## config.mk

```make
export PLATFORM = sky130hd
export DESIGN_NAME = serial_greater_than
export DESIGN_NICKNAME = d
export VERILOG_FILES = /design/src/rtl/serial_greater_than.sv
export SDC_FILE = /design/constraint.sdc
export NUM_CORES = 1
export LEC_CHECK = 0
export BUFFER_PORTS_ARGS = -buffer_cell sky130_fd_sc_hd__buf_2
export CAP_MARGIN = 20
export CORE_MARGIN = 5
export CORE_UTILIZATION = 25
export DETAILED_ROUTE_END_ITERATION = 12
export GPL_ROUTABILITY_DRIVEN = 0
export GPL_TIMING_DRIVEN = 0
export PLACE_DENSITY = 0.5
export SYNTH_ARGS = -nofsm -noshare
export SYNTH_HDL_FRONTEND = slang
export SYNTH_SLANG_ARGS = --single-unit
```

## constraint.sdc

```tcl
create_clock -name clk -period 2.2 [get_ports clk]
set_input_delay 0.44 -clock clk [delete_from_list [all_inputs] [get_ports clk]]
set_output_delay 0.44 -clock clk [all_outputs]
set_load 0.02 [all_outputs]
```

## src/rtl/serial_greater_than.sv

```systemverilog
// serial_greater_than: compares two W-bit unsigned operands two bits at a
// time, MSB slice first, by driving an external 2-bit greater-than stage and
// reading back its combinational slc_gt. Slice equality is evaluated here.
// Default build exits on the first unequal slice. Defining
// SERIAL_CMP_FULLSCAN_EN always scans all N slices for constant latency and
// keeps the verdict of the most significant unequal slice.
module serial_greater_than #(
  parameter int W = 8
) (
  input  logic         clk,
  input  logic         reset,
  input  logic         start,
  input  logic [W-1:0] a,
  input  logic [W-1:0] b,
  output logic [1:0]   a_slc,
  output logic [1:0]   b_slc,
  input  logic         slc_gt,
  output logic         busy,
  output logic         done,
  output logic         gt,
  output logic         eq,
  output logic         lt
);

  localparam int N  = W / 2;
  localparam int IW = (N > 1) ? $clog2(N) : 1;

  typedef enum logic [1:0] {
    IDLE,
    CMP,
    DONE
  } state_t;

  state_t         state;
  state_t         state_nx;
  logic [W-1:0]   a_r;
  logic [W-1:0]   b_r;
  logic [IW-1:0]  idx;
  logic           slc_eq;
  logic           last_slc;
  logic           res_gt;
  logic           res_eq;

`ifdef SERIAL_CMP_FULLSCAN_EN
  logic           decided;
  logic           dec_gt;
`endif

  // Slice mux: registered operands feed the 2-bit stage; idle drives zeros,
  // DONE keeps showing the last compared slice because idx is not advanced
  // on the exit cycle.
  always_comb begin
    // NOTE: every always_comb output gets a default first so no path can
    // leave it unassigned and infer a latch.
    a_slc = 2'b00;
    b_slc = 2'b00;
    if (state != IDLE) begin
      a_slc = a_r[{idx, 1'b0} +: 2];
      b_slc = b_r[{idx, 1'b0} +: 2];
    end
  end

  assign slc_eq   = (a_slc == b_slc);
  assign last_slc = (idx == '0);
  assign busy     = (state != IDLE);
  assign done     = (state == DONE);

  // Verdict that would be registered if CMP finished this cycle.
  always_comb begin
    res_eq = slc_eq;
    res_gt = !slc_eq && slc_gt;
`ifdef SERIAL_CMP_FULLSCAN_EN
    if (decided) begin
      res_eq = 1'b0;
      res_gt = dec_gt;
    end
`endif
  end

  // Next-state logic.
  always_comb begin
    state_nx = state;
    case (state)
      IDLE: if (start) state_nx = CMP;
`ifdef SERIAL_CMP_FULLSCAN_EN
      CMP:  if (last_slc) state_nx = DONE;
`else
      CMP:  if (!slc_eq || last_slc) state_nx = DONE;
`endif
      DONE: state_nx = IDLE;
      default: state_nx = IDLE;
    endcase
  end

  // State, operand, index and result registers with synchronous reset.
  always_ff @(posedge clk) begin
    if (reset) begin
      // NOTE: sequential state uses non-blocking assignments so every
      // register samples pre-edge values regardless of statement order.
      state <= IDLE;
      a_r   <= '0;
      b_r   <= '0;
      idx   <= '0;
      gt    <= 1'b0;
      eq    <= 1'b0;
      lt    <= 1'b0;
`ifdef SERIAL_CMP_FULLSCAN_EN
      decided <= 1'b0;
      dec_gt  <= 1'b0;
`endif
    end else begin
      state <= state_nx;
      case (state)
        IDLE: begin
          if (start) begin
            a_r <= a;
            b_r <= b;
            idx <= IW'(N - 1);
`ifdef SERIAL_CMP_FULLSCAN_EN
            decided <= 1'b0;
            dec_gt  <= 1'b0;
`endif
          end
        end
        CMP: begin
          if (state_nx == DONE) begin
            gt <= res_gt;
            eq <= res_eq;
            lt <= !res_eq && !res_gt;
          end else begin
            idx <= idx - 1'b1;
          end
`ifdef SERIAL_CMP_FULLSCAN_EN
          if (!decided && !slc_eq) begin
            decided <= 1'b1;
            dec_gt  <= slc_gt;
          end
`endif
        end
        default: ;
      endcase
    end
  end

endmodule

```

==> results.md <==
- Switching Power: 0.3305 mW
- Max VDD drop: 0.0004284 V
- Power per cell area: 784.0 nW/um2
- Global route total overflow: 0
- Clock latency on the worst-skew pair: 260 ps
- Most common cell in the netlist: nand2_1
- Seq pwr share: 46.9%
- Detailed-route DRC error count: 0
- Status: finished clean
- Clock transition at path regs: 90 ps
- Synth warn: 0
- ANT nets after route: 0
- Gate Count Post-Synth: 120
- Total Power: 1.038 mW
- Syn Area/Cell: 8.915 um2
- PnR worst setup slack: 82.28 ps
- Critical path capture point: b_slc[1]
- First-pass GRT wire length: 4077 um
- Total wire length: 2408 um
- 1st-pass router iterations: 4
- CP Data Required Time: 1760 ps
- Top FF cell, synth: dfxtp_1
- Worst Tran Pin Value: 504.5 ps
- Post-synth top area share: 43.04%
- Mapped Nets: 141
- Root Driver: clkbuf_8
- Die area: 5687 um2
- Post-detail-place hpwl: 1943 um
- Fmax: 472.2 MHz
- Critical Path AT: 1680 ps
- PortBufs: 28
- Reg-to-Reg End: idx[1]
- CTS Buf Count: 3
- Gr usage total: 9.237%
- Initial Util: 26.18%
- Nets: 174
- Layout cells sized above 1: 28.29%
- Logic pwr share: 27.2%
- RSZ-0062 raised after global routing: false
- Via Count: 918
- Htree depth: 1
- DRT met1 WL: 1129 um
- Syn Std Cell Area: 1070 um2
- Via/cell ratio: 4.545
- Crit. Startpoint: idx[0]
- Max_slew headroom: 66.37%
- Worst-case reg-to-reg path depth: 4
- Largest net degree at the start of global routing: 15
- Drt wl/cell: 11.92 um
- Sink Count: 23
- Post-CTS setup buffers: 0
- #FFs+latches synth: 23
- Die H: 75.42 um
- Hold Buf Count CTS: 0
- Internal power: 0.7073 mW
- N_diodes: 0
- Tmin final: 2118 ps
- Synth async-reset ratio: 0%
- # rows: 23
- Worst R2R Start: idx[0]
- Vias in the first global route: 918
- Synth area leader: dfxtp_1
- Reg-to-reg slack, setup: 350 ps
- Iteration-0 DRC Markers: 32
- Cell Area, Placed: 1272 um2
- CP max FO: 6
- Final setup viols: 0
- Largest cells by area after synthesis: dfxtp_1 (43%), nand2_1 (12%), a21oi_1 (9.4%)
- Die X-Extent: 75.42 um
- Top layer in use: met4
- Crit Path Class: reg2out
- Setup TNS Final: 0 ps
- Tcrit/Tclk final: 96.26%
- Final setup skew: 4.456 ps
- Seq/Total Area, Yosys: 43.04%
- Clock group share of total power: 25.9%
- Layout fillers: 450
- Hold crit path type: in2reg
- IO Pins: 29
- Initial antenna violation count: 0
- Synth-to-Final Area Change: 23.74%
- DR WL met2: 1069 um
- Deepest clock path buffer count: 2
- CP Launch Type: flop
- Met3 wire len: 200 um
- Post-synth top cells: nand2_1 (35), dfxtp_1 (23), a21oi_1 (20), nor2b_1 (6)
- Slew Limit Fails: 0
- Post-Route Utilization: 32.39%
- Resize count post-CTS: 2
- Hold Vio Cnt, Final: 0
- EDFF count, synth: 0
- CTS tree: done
- Count of cell types in the netlist: 22
- Place WS: 239.0 ps
- Core area: 4086 um2
- Fin area: 1324 um2
- Sw Ratio: 31.84%
- Leak: 0.5403 nW
- Setup crit end kind: output port
- Max-cap viol count: 0
==> state kept, by name, indices dropped and copies added (netlist names) <==
name	count
idx	2
a_r	8
eq	1
state	2
lt	1
gt	1
b_r	8
==> layout by cell type (no fill, tap or decap), types with 2 or more instances in the layout <==
cell | Yosys | final
a21oi_1 | 20 | 20
a31oi_1 | 3 | 3
buf_2 | 1 | 29
clkbuf_1 | 4 | 4
clkbuf_8 | 0 | 3
dfxtp_1 | 23 | 21
dfxtp_2 | 0 | 2
inv_1 | 3 | 3
mux4_2 | 4 | 4
nand2_1 | 35 | 35
nand4b_1 | 2 | 2
nor2_1 | 4 | 4
nor2b_1 | 6 | 6
nor3_1 | 3 | 3
xnor2_4 | 2 | 2
xor2_1 | 2 | 2
==> worst min-delay path by stage <==
stage	start	end	cells past startpoint
5_1_grt	a[5]	a_r[5]	3
6_report	b[6]	b_r[6]	3
4_1_cts	b[7]	b_r[7]	3
3_3_place_gp	b_r[2]	b_r[2]	2
3_5_place_dp	b_r[3]	b_r[3]	2
2_1_floorplan	a_r[2]	a_r[2]	2
==> routing by layer <==
layer | vias to the layer above | track usage (%)
met5 | - | 0
met4 | 0 | 0.9709
met3 | 2 | 3.562
met2 | 25 | 15.24
met1 | 414 | 11.88
li1 | 477 | -
==> power groups by stage <==
stage	clock [mW]	combinational [mW]	sequential [mW]
after floorplan	0	0.209	0.493
after global placement	0	0.279	0.494
after detailed placement	0	0.284	0.496
after CTS	0.280	0.285	0.488
after global routing	0.299	0.313	0.494
final	0.269	0.282	0.487
==> cell type report <==
type | instances | area, um2 | area share, %
sequential | 23 | 462.9 | 34.97
inverter | 3 | 11.26 | 0.8507
clock buffer | 3 | 41.29 | 3.119
tap | 50 | 62.56 | 4.726
multi-input combinational | 89 | 578.1 | 43.67
timing repair buffer | 28 | 140.1 | 10.59
buffer | 5 | 20.02 | 1.512
clock inverter | 1 | 7.507 | 0.5671
==> per-stage QoR <==
| step | std cells | hold slack, ps |
|---|---|---|
| global placement | 198 | 443.5 |
| global route | 202 | 396.9 |
| CTS | 202 | 400.6 |
| detailed placement | 198 | 450.3 |
| finish | 202 | 405.5 |
| floorplan | 120 | 433.1 |
==> logic make-up after synthesis <==
group | Yosys count | share of synthesized area, %
flip-flops | 23 | 43.04
buffers and inverters | 8 | 2.923
AND/OR/NAND/NOR | 53 | 23.04
multiplexers | 5 | 9.824
adder cells (fa/ha/maj) | 1 | 1.169
AO/OA/AOI/OAI | 26 | 13.22
XOR/XNOR | 4 | 6.784
==> critical path: stages (launching register included) <==
cell	delay, ps
dfxtp_2	430
mux4_2	630
nor2b_1	180
buf_2	180
No activity file was read; power rests on OpenSTA's default activity.
